==> config.mk <==
export PLATFORM = sky130hd
export DESIGN_NAME = id_ex_stage
export DESIGN_NICKNAME = d
export VERILOG_FILES = /design/src/rtl/id_ex_stage.sv
export SDC_FILE = /design/constraint.sdc
export NUM_CORES = 1
export LEC_CHECK = 0
export ABC_CLOCK_PERIOD_IN_PS = 2000
export CAP_MARGIN = 20
export CORE_ASPECT_RATIO = 0.75
export CORE_MARGIN = 1
export CORE_UTILIZATION = 38
export DETAILED_ROUTE_END_ITERATION = 8
export PLACE_DENSITY = 0.78
export SLEW_MARGIN = 30
export SYNTH_ARGS = -nofsm -noshare
export SYNTH_HDL_FRONTEND = slang
export SYNTH_SLANG_ARGS = --single-unit
==> constraint.sdc <==
create_clock -name i_clk -period 2 [get_ports i_clk]
set_input_delay 0.3 -clock i_clk [delete_from_list [all_inputs] [get_ports i_clk]]
set_output_delay 0.3 -clock i_clk [all_outputs]
set_load 0.05 [all_outputs]
==> src/rtl/id_ex_stage.sv <==
// ID/EX pipeline register with ALU-control decode, EX/MEM and MEM/WB operand
// forwarding, and load-use hazard detection for a 32-bit single-issue pipeline.
module id_ex_stage (
   input  logic        i_clk,
   input  logic        i_rst,
   input  logic        i_valid,
   input  logic        i_stall,
   input  logic        i_flush,
   input  logic [31:0] i_rs_data,
   input  logic [31:0] i_rt_data,
   input  logic [31:0] i_imm,
   input  logic [4:0]  i_rs_addr,
   input  logic [4:0]  i_rt_addr,
   input  logic [4:0]  i_wr_addr,
   input  logic [1:0]  i_alu_op,
   input  logic [5:0]  i_funct,
   input  logic        i_alu_src,
   input  logic [3:0]  i_wb_ctrl,
   input  logic        i_exmem_we,
   input  logic [4:0]  i_exmem_rd,
   input  logic [31:0] i_exmem_data,
   input  logic        i_memwb_we,
   input  logic [4:0]  i_memwb_rd,
   input  logic [31:0] i_memwb_data,
   output logic        o_valid,
   output logic [31:0] o_op1,
   output logic [31:0] o_op2,
   output logic [3:0]  o_control,
   output logic [31:0] o_store_data,
   output logic [4:0]  o_wr_addr,
   output logic [3:0]  o_wb_ctrl,
   output logic        o_hazard
);

   localparam logic [3:0] CTRL_ADD = 4'b0010;

   function automatic logic [3:0] alu_decode(input logic [1:0] alu_op, input logic [5:0] funct);
      logic [3:0] ctrl;
      case (alu_op)
         2'b00:   ctrl = 4'b0010;
         2'b01:   ctrl = 4'b0110;
         2'b11:   ctrl = 4'b0001;
         2'b10: begin
            case (funct)
               6'b100000: ctrl = 4'b0010;
               6'b100010: ctrl = 4'b0110;
               6'b100100: ctrl = 4'b0000;
               6'b100101: ctrl = 4'b0001;
               6'b100111: ctrl = 4'b1100;
               6'b101010: ctrl = 4'b0111;
               default:   ctrl = 4'b1111;
            endcase
         end
         default: ctrl = 4'b1111;
      endcase
      return ctrl;
   endfunction

   // The younger producer (EX/MEM) takes precedence; register 0 never matches.
   function automatic logic [31:0] forward(
      input logic [4:0]  idx,
      input logic [31:0] rf_data,
      input logic        exmem_we,
      input logic [4:0]  exmem_rd,
      input logic [31:0] exmem_data,
      input logic        memwb_we,
      input logic [4:0]  memwb_rd,
      input logic [31:0] memwb_data
   );
      logic [31:0] val;
      if (exmem_we && (exmem_rd != 5'd0) && (exmem_rd == idx)) begin
         val = exmem_data;
      end else if (memwb_we && (memwb_rd != 5'd0) && (memwb_rd == idx)) begin
         val = memwb_data;
      end else begin
         val = rf_data;
      end
      return val;
   endfunction

   logic        valid_r;
   logic [31:0] rs_data_r;
   logic [31:0] rt_data_r;
   logic [31:0] imm_r;
   logic [4:0]  rs_addr_r;
   logic [4:0]  rt_addr_r;
   logic [4:0]  wr_addr_r;
   logic        alu_src_r;
   logic [3:0]  control_r;
   logic [3:0]  wb_ctrl_r;

   logic        hazard_s;
   logic [31:0] rs_fwd_s;
   logic [31:0] rt_fwd_s;

   // Load-use detection against the instruction currently held in the stage
   always_comb begin
      hazard_s = 1'b0;
      if (i_valid && valid_r && wb_ctrl_r[1] && (wr_addr_r != 5'd0) &&
          ((wr_addr_r == i_rs_addr) || (wr_addr_r == i_rt_addr)) &&
          !i_stall && !i_flush) begin
         hazard_s = 1'b1;
      end else begin
         hazard_s = 1'b0;
      end
   end

   // Stage register: reset > flush > stall hold > hazard bubble > capture/bubble
   always_ff @(posedge i_clk) begin
      if (i_rst || i_flush || (!i_stall && (hazard_s || !i_valid))) begin
         valid_r   <= 1'b0;
         rs_data_r <= 32'd0;
         rt_data_r <= 32'd0;
         imm_r     <= 32'd0;
         rs_addr_r <= 5'd0;
         rt_addr_r <= 5'd0;
         wr_addr_r <= 5'd0;
         alu_src_r <= 1'b0;
         control_r <= CTRL_ADD;
         wb_ctrl_r <= 4'd0;
      end else if (!i_stall) begin
         valid_r   <= 1'b1;
         rs_data_r <= i_rs_data;
         rt_data_r <= i_rt_data;
         imm_r     <= i_imm;
         rs_addr_r <= i_rs_addr;
         rt_addr_r <= i_rt_addr;
         wr_addr_r <= i_wr_addr;
         alu_src_r <= i_alu_src;
         control_r <= alu_decode(i_alu_op, i_funct);
         wb_ctrl_r <= i_wb_ctrl;
      end
   end

   // Forwarding stays live while the stage holds, so operands track producers
   always_comb begin
      rs_fwd_s = forward(rs_addr_r, rs_data_r, i_exmem_we, i_exmem_rd, i_exmem_data,
                         i_memwb_we, i_memwb_rd, i_memwb_data);
      rt_fwd_s = forward(rt_addr_r, rt_data_r, i_exmem_we, i_exmem_rd, i_exmem_data,
                         i_memwb_we, i_memwb_rd, i_memwb_data);
      if (alu_src_r) begin
         o_op2 = imm_r;
      end else begin
         o_op2 = rt_fwd_s;
      end
   end

   assign o_valid      = valid_r;
   assign o_op1        = rs_fwd_s;
   assign o_store_data = rt_fwd_s;
   assign o_control    = control_r;
   assign o_wr_addr    = wr_addr_r;
   assign o_wb_ctrl    = valid_r ? wb_ctrl_r : 4'd0;
   assign o_hazard     = hazard_s;

endmodule

Yosys cells after proc, flatten, opt, wreduce, memory -nomap -nowiden
Cells that the tools add are included.
W data, S select, Z words.
- input bits: 205
- logic and storage cells: 58
- output and inout port bits: 111
- register bits: 121
- mux-type cells: 9
- eq/ne operators: 15
- reductions and logical operators: 24
- operators with widths (kind ; number):
    $mux W32 ; 5
    $eq A6 B6 Y1 const B ; 6
    $eq A5 B5 Y1 ; 6
    $pmux W4 S6 ; 1
    $pmux W4 S4 ; 1
    $reduce_bool A5 Y1 ; 3
    $logic_and A1 B1 Y1 ; 13
    $eq A2 B2 Y1 const B ; 2
    $logic_or A1 B1 Y1 ; 4
    $mux W4 ; 1
    $logic_not A1 Y1 ; 3
    $eq A2 B1 Y1 const B ; 1
    $logic_not A2 Y1 ; 1
    $mux W1 ; 1

Depth between registers and ports, before layout
Gate-level depths: netlist (run 1).
- depth after elaboration: 10
- depth in mapped cells: 7
- depth with buffers taken out: 5

Least setup slack after synthesis (run 1)
No wires, ideal clock.
- path kind: in2out
- start point: input port i_memwb_rd[1]
- end point: output port o_op2[10]
- data required time: 1700 ps
- cell stages on the path: 7
- setup slack: -1088 ps
- arrival time: 2788 ps
- path buffers: 2
- cells stage by stage: or4_1 o21a_1 and4_1 buf_6 buf_12 mux2i_1 a221oi_1
- word-level cells in the longest chain between the ends: 6
- elaborated cells between the ends (all ways): 7
- those cells by class: 1 x eq/ne; 3 x mux; 3 x reduce/logical
- ends and longest elaborated chain (what ; RTL line ; RTL):
    start: declaration ; 23 ; input logic [4:0] i_memwb_rd,
    $reduce_bool A5 Y1 ; 73 ; end else if (memwb_we && (memwb_rd != 5'd0) && (memwb_rd == idx)) begin
    $logic_and A1 B1 Y1 ; 73 ;
    $logic_and A1 B1 Y1 (*) ; 73 ;
    $mux W32 (*) ; 73 ;
    $mux W32 (*) ; 71 ; if (exmem_we && (exmem_rd != 5'd0) && (exmem_rd == idx)) begin
    $mux W32 (*) ; 141 ; if (alu_src_r) begin
    end: declaration ; 27 ; output logic [31:0] o_op2,
Every way passes the cells marked *; elsewhere a longest branch is shown, timed or not.

Final worst setup path (run 1)
- start point: input port i_memwb_rd[1]
- end point: output port o_op2[8]
The elaborated chain is that of the path after synthesis.

==> results.yml, run 1 <==
detailed_routing:
  vias: 7892
  detail-route-antenna-nets: 0
  vias_per_cell: 5.581
  wirelength_mm: 34.03
  drc: 0
  drt_iter0_drc: 512
  dr.pass1.iters: 6
  wl_per_cell_um: 24.07
synth:
  synth_most_common_cell: "mux2i_1"
  muxShareOfSynthArea_pct: 26.91
  async_flop_share_pct: 0
  yosysUniqueCellTypes: 33
  synth_top_area_share_pct: 35.99
  synth_fa_ha_area_share_pct: 0
  synth_area_leader_cell: "dfxtp_1"
  synth_edf_count: 0
  synth-simple-area-share_pct: 15.54
  synth_top_family_by_area: "multiplexers"
  yosys_warnings: 0
  yosysSeqAreaShare_pct: 35.99
  ys_ff_latch: 121
  syn-num-nets: 995
  synthTopCellsByCount: "mux2i_1 (181), nor2_1 (157), dfxtp_1 (121)"
  syn_area_um2: 6731
  synth-xor-area-share_pct: 4.033
  synth.avg_cell_area_um2: 8.521
  synth_flop_cell: "dfxtp_1"
  synth_compound_area_share_pct: 10.41
  synth_area_leaders: "dfxtp_1 (36%), mux2i_1 (27%), nor2_1 (8.8%), a221oi_1 (4.2%), xor2_1 (3.3%)"
  synthCells: 790
floorplanning:
  num_rows: 41
  die_h_um: 117.3
  fp.dieW_um: 155.7
  die-area_um2: 18260
  core_um2: 17080
  start_util_pct: 39.41
  io-pin-count: 316
setup_path:
  crit_required_ps: 1700
  rr_endpoint: "imm_r[8]"
  rr_worst_depth: 8
  r2r_slack_ps: 20
  rr_startpoint: "o_wr_addr[4]"
  endpoint_kind: "output pin"
  worst-setup-path-type: "in -> out"
  start_kind: "input port"
  crit_path_max_fanout: 8
  worst_ep_arrival_time_ps: 2430
sta:
  fin_ws_ps: -733.9
  relSlewSlack_pct: 53.41
  fmax_mhz: 365.8
  fin_crit_sh_pct: 136.7
  tns_ps: -57720
  setup_viol: 97
  grt_setup_unrepaired: "yes"
  fin_crit_ps: 2734
  worstMarginPinSlew_ps: 698.9
  finalClockSkew_ps: 12.05
  slew_viol_final: 0
  finalHoldViolCount: 0
min_path:
  hold_path_class: "in -> reg"
  hold_path_depth: 2
  hp-start: "i_stall"
  min_to: "o_valid"
placed_design:
  place.gp.congestion: 0.8946
  portBuffers: 315
  place_hpwl_mm: 19.05
  dp.cells: 1344
final_layout:
  num-nets-final: 1371
  layout.cells.non_filler: 1414
  final_layout_size_suffix_gt1_share_pct: 40.27
  syn_to_final_growth_pct: 122.3
clock_tree:
  cts.sinks: 121
  cts_made_buffers: 17
  cts_root_buffer: "clkbuf_16"
  insertion_delay_ps: 430
  cts_tree: "built"
  path_clk_slew_ps: 60
  ctsHoldBuffers: 0
  cts_buffer_depth: 2
  htree_num_levels: 4
global_routing:
  grt_max_degree: 48
  grt_pass1_vias: 8473
  grt_pass1_wl_mm: 48.10
  grt_overflow: 0
  grt_usage_pct: 35.67
  antenna_found_initial: 1
run_status:
  status: "finished with violations"
  violations: "negative setup slack"
power_and_ir_drop:
  ir_drop_mv: 0.5513
  leakagePower_uw: 0.005673
  powerDensity_nw_per_um2: 543.1
flow_run:
  maxCapViolations: 0
-- report_power, final --
part	switching [µW]	total [µW]	internal, µW
Sequential	67.1	2550	2480
Clock	1130	3260	2130
Combinational	1140	2330	1190
-- state kept, by name, indices dropped and copies added, names as in the netlist --
signal,cells
o_control,4
o_valid,1
o_wr_addr,5
rt_data_r,32
imm_r,32
rs_data_r,32
wb_ctrl_r,4
rt_addr_r,5
rs_addr_r,5
alu_src_r,1
-- layout make-up --
class                      count  area [µm²]
clock inverter                 9       147.6
antenna                        1       2.502
fill                         741        2120
tap                          236       295.3
timing repair buffer         419        5499
inverter                      36       135.1
sequential                   121        2447
multi-input combinational    571        5976
clock buffer                  21       460.4
-- logic make-up (layout without fill, tap and decap cells) --
logic type             count (synthesis)  count (layout)
other                                  0               1
multiplexers                         181             181
buffers and inverters                 98             485
AND/OR/NAND/NOR                      248             248
flip-flops                           121             121
XOR/XNOR                              31              31
AO/OA/AOI/OAI                        111             111
-- worst max-delay path by stage --
stage,from,to,cells after the start
final,i_memwb_rd[1],o_op2[8],9
after global routing,rt_addr_r[3],o_store_data[7],10
after detailed placement,i_memwb_rd[1],o_op2[12],8
after floorplan,i_memwb_rd[1],o_store_data[10],7
after global placement,i_memwb_rd[1],o_store_data[22],8
after CTS,rt_addr_r[3],o_store_data[4],11
-- placed cells by master, fill, tap and decap left out, types with 21 or more instances in the layout --
| cell | instances |
|---|---|
| buf_4 | 48 |
| mux2i_1 | 117 |
| a21oi_4 | 21 |
| buf_6 | 26 |
| clkdlybuf4s50_1 | 203 |
| buf_12 | 112 |
| dfxtp_1 | 107 |
| inv_1 | 36 |
| nor3_1 | 23 |
| o21ai_4 | 32 |
| nor2_1 | 140 |
| xor2_1 | 23 |
| mux2i_4 | 59 |
-- worst max-delay path, cell delays in order --
cell and delay, ps:
clkdlybuf4s15_2 200, or4_4 420, o21a_1 250, and4_4 210, buf_12 140, buf_16 160
mux2i_2 190, a221oi_2 380, buf_12 190
-- repair_timing --
action,CTS,global route
endpoints found under the hold margin,0,0
endpoints found under the setup margin,102,200
pin swaps,44,37
setup buffers,24,9
gates cloned,17,1
resized for setup,301,67
-- layer usage --
| metal | global-route usage (%) | share of wire [%] |
|---|---|---|
| met4 | 17.91 | 5.0 |
| met1 | 37.67 | 36 |
| met3 | 10.35 | 7.5 |
| met2 | 65.77 | 51 |
| met5 | 0 | 0 |
-- stage by stage --
step,setup slack (ps),area (µm²),utilization (%),hold slack [ps],total power (µW)
floorplan,-643.5,7381,-,443.8,3479
global placement,-874.9,12010,70.28,465.6,4538
detailed placement,-914.5,12010,70.28,474.4,4568
CTS,-657.9,14580,85.37,197.1,8014
global route,-808.3,14960,87.58,213.5,8358
finish,-733.9,14960,87.59,218.0,8127
No activity file was read; power rests on OpenSTA's default activity.
==> run 2: changes to the inputs <==
--- a/config.mk
+++ b/config.mk
@@ -6,12 +6,13 @@
 export NUM_CORES = 1
 export LEC_CHECK = 0
 export ABC_CLOCK_PERIOD_IN_PS = 2000
-export CAP_MARGIN = 20
+export CAP_MARGIN = 40
 export CORE_ASPECT_RATIO = 0.75
 export CORE_MARGIN = 1
 export CORE_UTILIZATION = 38
 export DETAILED_ROUTE_END_ITERATION = 8
 export PLACE_DENSITY = 0.78
+export SETUP_SLACK_MARGIN = 0.5
 export SLEW_MARGIN = 30
 export SYNTH_ARGS = -nofsm -noshare
 export SYNTH_HDL_FRONTEND = slang
==> run 2 against run 1 <==
Net effect:
- the run still ends with negative setup slack left
- utilization rose by 6.1 points
- power grew 4.8%
- clock skew fell by 4.2 ps
- final cell count up 2.3%
- via count up 9.4%
- first-iteration DRC count increased by 38%
- setup slack got worse by 130 ps
- fmax is 4.4% lower
- hold slack gained 170 ps
- register-to-register slack worse by 120 ps
- non-clock buffer count rose by 28
==> results.yml, run 2 (synthesis results as in run 1) <==
sta:
  finalClockSkew_ps: 7.850
  finalHoldViolCount: 0
  worstMarginPinSlew_ps: 785.8
  grt_setup_unrepaired: "yes"
  slew_viol_final: 0
  setup_viol: 165
  relSlewSlack_pct: 47.61
  fin_ws_ps: -861.0
  fmax_mhz: 349.5
  fin_crit_ps: 2861
  fin_crit_sh_pct: 143.0
placed_design:
  place.gp.congestion: 0.8608
  place_hpwl_mm: 18.83
  place_worst_setup_slack_ps: -878.4
  portBuffers: 315
setup_path:
  crit_required_ps: 1700
  worst-setup-path-type: "in -> out"
  start_kind: "input port"
  worst_ep_arrival_time_ps: 2560
  crit_path_max_fanout: 16
  endpoint_kind: "output pin"
  rr_worst_depth: 9
global_routing:
  antenna_found_initial: 2
  grt_max_degree: 99
  grt_usage_pct: 33.07
  grt_pass1_vias: 7936
  grt_pass1_wl_mm: 45.01
  grt_overflow: 0
final_layout:
  mostFrequentLayoutCells: "clkdlybuf4s50_1 (193), mux2i_1 (132), buf_12 (118), dfxtp_1 (111), nor2_4 (102)"
  final_layout_size_suffix_gt1_share_pct: 50.25
  num-nets-final: 1400
  top_regs: "imm_r (32), rs_data_r (32), rt_data_r (32)"
  fin_util_pct: 93.69
  layout_commonest_cell: "clkdlybuf4s50_1"
  syn_to_final_growth_pct: 137.8
detailed_routing:
  wirelength_mm: 40.85
  dr.pass1.iters: 5
  vias: 8633
  drc: 0
  vias_per_cell: 5.966
  detail-route-antenna-nets: 0
  wl_per_cell_um: 28.23
  drt_iter0_drc: 709
floorplanning:
  die-area_um2: 18260
  die_h_um: 117.3
  core_um2: 17080
  io-pin-count: 316
  fp.dieW_um: 155.7
  num_rows: 41
  start_util_pct: 39.41
power_and_ir_drop:
  ir_drop_mv: 0.6460
  leakagePower_uw: 0.005975
  powerDensity_nw_per_um2: 532.0
min_path:
  hold_path_depth: 4
  hold_path_class: "in -> reg"
run_status:
  violations: "negative setup slack"
  status: "finished with violations"
clock_tree:
  ctsHoldBuffers: 0
  path_clk_slew_ps: 60
  htree_num_levels: 4
  insertion_delay_ps: 420
  cts_buffer_depth: 2
  cts_root_buffer: "clkbuf_16"
  cts_tree: "built"
  cts_made_buffers: 17
  cts.sinks: 121
flow_run:
  maxCapViolations: 0
-- run 2: cell types whose count changed in the layout (fill, tap and decap cells not counted), moves of 10 or more --
| cell | before | now |
|---|---|---|
| clkdlybuf4s50_1 | 203 | 193 |
| mux2i_1 | 117 | 132 |
| mux2i_2 | 5 | 21 |
| nor3_1 | 23 | 10 |
| nor2_2 | 4 | 22 |
| mux2i_4 | 59 | 28 |
| nor2_1 | 140 | 33 |
| clkbuf_16 | 19 | 34 |
| nand2_1 | 20 | 33 |
| nor2_4 | 13 | 102 |
-- run 2: final cells by class --
type | instances | area, µm²
Multi-Input combinational cell | 572 | 6361
Timing Repair Buffer | 447 | 6143
Sequential cell | 121 | 2450
Fill cell | 469 | 1077
Clock buffer | 23 | 467.9
Tap cell | 236 | 295.3
Clock inverter | 9 | 145.1
Inverter | 36 | 135.1
Antenna cell | 3 | 7.507
-- run 2: critical path, stage by stage --
cell and delay [ps]:
clkdlybuf4s50_1 510, xor2_1 200, nor3_1 230, and4_2 400, buf_12 250, mux2i_1 380
o21ai_4 120, buf_12 160
-- run 2: routing by layer --
metal	up-vias	GRT usage (%)	wire (µm)
met5	-	0	0
li1	3591	-	-
met1	4120	34.70	13890
met2	673	59.52	20100
met4	0	18.37	3054
met3	249	10.75	3800
-- run 2: what timing repair did --
| item | 4_1_cts | 5_1_grt |
|---|---|---|
| resized for setup | 243 | 303 |
| pin swaps | 74 | 69 |
| gates cloned | 17 | 16 |
| setup buffers | 20 | 10 |
| setup endpoints to repair | 232 | 223 |
-- run 2: metrics by stage --
| stage | TNS (ps) | std cells | hold WS [ps] | area [µm²] | total power [µW] |
|---|---|---|---|---|---|
| global placement | -81700 | 1349 | 462.7 | 12280 | 4592 |
| global route | -74510 | 1447 | 413.8 | 16010 | 8696 |
| finish | -70880 | 1447 | 386.9 | 16010 | 8515 |
| CTS | -55140 | 1418 | 470.5 | 14330 | 8013 |
| floorplan | -45950 | 790 | 458.1 | 7540 | 3505 |
| detailed placement | -89240 | 1349 | 459.0 | 12280 | 4617 |
-- run 2: power by group --
group          total, µW  switching, µW  internal (µW)
registers           2540           66.5           2470
clock network       3300           1160           2140
logic               2670           1340           1330
-- run 2: worst paths after layout --
path / start / to / slack [ps]
setup / recovery: i_memwb_rd[0] / o_op1[6] / -860
hold / removal: i_rt_addr[4] / rt_addr_r[4] / 390
setup reg to reg: o_wr_addr[3] / o_control[1] / -100
hold reg to reg: o_control[0] / o_control[0] / 490
==> run 3: changes to the inputs <==
--- a/config.mk
+++ b/config.mk
@@ -5,14 +5,14 @@
 export SDC_FILE = /design/constraint.sdc
 export NUM_CORES = 1
 export LEC_CHECK = 0
-export ABC_CLOCK_PERIOD_IN_PS = 2000
+export ABC_CLOCK_PERIOD_IN_PS = 2800
 export CAP_MARGIN = 40
 export CORE_ASPECT_RATIO = 0.75
 export CORE_MARGIN = 1
-export CORE_UTILIZATION = 38
+export CORE_UTILIZATION = 40
 export DETAILED_ROUTE_END_ITERATION = 8
 export PLACE_DENSITY = 0.78
-export SETUP_SLACK_MARGIN = 0.5
+export SETUP_SLACK_MARGIN = 0.2
 export SLEW_MARGIN = 30
 export SYNTH_ARGS = -nofsm -noshare
 export SYNTH_HDL_FRONTEND = slang
==> constraint.sdc (replaced) <==
create_clock -name i_clk -period 2.8 [get_ports i_clk]
set_input_delay 0.42 -clock i_clk [delete_from_list [all_inputs] [get_ports i_clk]]
set_output_delay 0.42 -clock i_clk [all_outputs]
set_load 0.05 [all_outputs]
==> run 3 against run 2 <==
Net effect:
- the run still ends with negative setup slack left
- sequential share of layout area grew 1.9 points
- power shrank 36%
- setup slack gained 730 ps
==> results.yml, run 3 (synthesis results as in run 1) <==
run_status:
  status: "finished with violations"
  violations: "negative setup slack"
clock_tree:
  cts.sinks: 121
  cts_root_buffer: "clkbuf_16"
  cts_tree: "built"
  cts_buffer_depth: 2
  ctsHoldBuffers: 0
  path_clk_slew_ps: 60
  cts_made_buffers: 17
  insertion_delay_ps: 430
  htree_num_levels: 4
floorplanning:
  die_h_um: 114.3
  start_util_pct: 41.51
  core_um2: 16220
  num_rows: 40
  io-pin-count: 316
  fp.dieW_um: 151.8
  die-area_um2: 17360
min_path:
  hold_path_class: "reg -> reg"
sta:
  fmax_mhz: 341.7
  fin_crit_ps: 2927
  worstMarginPinSlew_ps: 687.3
  fin_ws_ps: -126.9
  setup_viol: 33
  finalHoldViolCount: 0
  slew_viol_final: 0
  fin_crit_sh_pct: 104.5
  finalClockSkew_ps: 7.291
  grt_setup_unrepaired: "yes"
  relSlewSlack_pct: 54.18
power_and_ir_drop:
  p_switching_uw: 1623
  leakagePower_uw: 0.005471
  powerDensity_nw_per_um2: 386.5
  p_total_uw: 5461
  seqPwrFrac_pct: 33.3
  ir_drop_mv: 0.4639
  p_sw_share_pct: 29.72
  combPwrFrac_pct: 28.8
  p_clk_share_pct: 37.9
  p_int_uw: 3838
placed_design:
  place_hpwl_mm: 17.78
  place.gp.congestion: 0.8765
  post_dp_cell_area_um2: 11390
  portBuffers: 315
global_routing:
  grt_max_degree: 77
  antenna_found_initial: 1
  grt_usage_pct: 36.50
  grt_overflow: 0
  grt_pass1_wl_mm: 46.98
  grt_pass1_vias: 8341
setup_path:
  crit_path_max_fanout: 7
  endpoint_kind: "output pin"
  worst_ep_arrival_time_ps: 2510
  worst-setup-path-type: "in -> out"
  start_kind: "input port"
  crit_required_ps: 2380
final_layout:
  layout_commonest_cell: "clkdlybuf4s50_1"
  final_layout_size_suffix_gt1_share_pct: 35.90
  syn_to_final_growth_pct: 109.9
  num-nets-final: 1351
  mostFrequentLayoutCells: "clkdlybuf4s50_1 (207), nor2_1 (142), mux2i_1 (136), dfxtp_1 (117), buf_12 (101)"
  top_regs: "imm_r (32), rs_data_r (32), rt_data_r (32)"
  antennaDiodeCount: 0
  finalInstanceArea_um2: 14130
detailed_routing:
  vias_per_cell: 5.752
  vias: 7857
  wl_per_cell_um: 24.96
  dr.pass1.iters: 7
  detail-route-antenna-nets: 0
  drc: 0
  wirelength_mm: 34.10
  drt_iter0_drc: 419
flow_run:
  maxCapViolations: 0
-- run 3: changes by cell type in the layout (fill, tap and decap cells not counted), sizes merged, moves of 4 or more --
cell and change:
clkdlybuf4s15 -7, buf -33, bufinv -4, clkdlybuf4s50 +14, clkbuf -15
-- run 3: power groups by stage --
| stage | Clock, µW | Sequential [µW] | Combinational [µW] |
|---|---|---|---|
| after floorplan | 0 | 1840 | 617 |
| after detailed placement | 0 | 1840 | 1340 |
| after CTS | 2050 | 1810 | 1480 |
| final | 2070 | 1820 | 1570 |
| after global routing | 2160 | 1820 | 1630 |
| after global placement | 0 | 1840 | 1330 |
-- run 3: metrics by stage --
stage | utilization (%) | cells | setup TNS [ps] | hold WS (ps) | worst slack [ps]
4_1_cts | 84.29 | 1360 | -443.1 | 461.3 | -53.54
3_3_place_gp | 70.25 | 1292 | -18770 | 449.5 | -322.5
5_1_grt | 87.14 | 1366 | -6270 | 471.5 | -184.0
6_report | 87.14 | 1366 | -1604 | 459.7 | -126.9
3_5_place_dp | 70.25 | 1292 | -20830 | 453.0 | -354.2
2_1_floorplan | - | 790 | -5246 | 454.8 | -83.46
-- run 3: layout make-up --
| cell class | instances | area [µm²] |
|---|---|---|
| Clock inverter | 2 | 10.01 |
| Fill cell | 721 | 2086 |
| Inverter | 36 | 135.1 |
| Clock buffer | 27 | 533.0 |
| Timing Repair Buffer | 398 | 5289 |
| Sequential cell | 121 | 2432 |
| Tap cell | 210 | 262.8 |
| Multi-Input combinational cell | 572 | 5468 |
-- run 3: worst paths after layout --
check,start,endpoint,slack [ps],cells past startpoint
max reg2reg,o_wr_addr[4],rt_data_r[12],710,6
min reg2reg,o_control[0],o_control[0],460,2
max,i_memwb_rd[3],o_op2[29],-130,9
min,o_control[0],o_control[0],460,2
-- run 3: metal layers --
| layer | track usage, % | share of wire, % | up-vias |
|---|---|---|---|
| li1 | - | - | 3463 |
| met1 | 39.32 | 36 | 3810 |
| met2 | 62.79 | 50 | 448 |
| met3 | 11.51 | 9.1 | 134 |
| met4 | 21.25 | 4.8 | 2 |
| met5 | 0 | 0.050 | - |
-- run 3: worst max-delay path, cell delays in order --
cell	delay (ps)
buf_6	100
or4_4	520
o21a_1	220
and4_4	220
buf_12	150
buf_16	160
mux2i_4	200
a221oi_2	300
buf_6	210
-- run 3: timing repair --
| item | 4_1_cts | 5_1_grt |
|---|---|---|
| gates cloned | 18 | 1 |
| resized for setup | 257 | 76 |
| endpoints found under the setup margin | 96 | 96 |
| setup buffers | 21 | 5 |
| pin swaps | 37 | 28 |
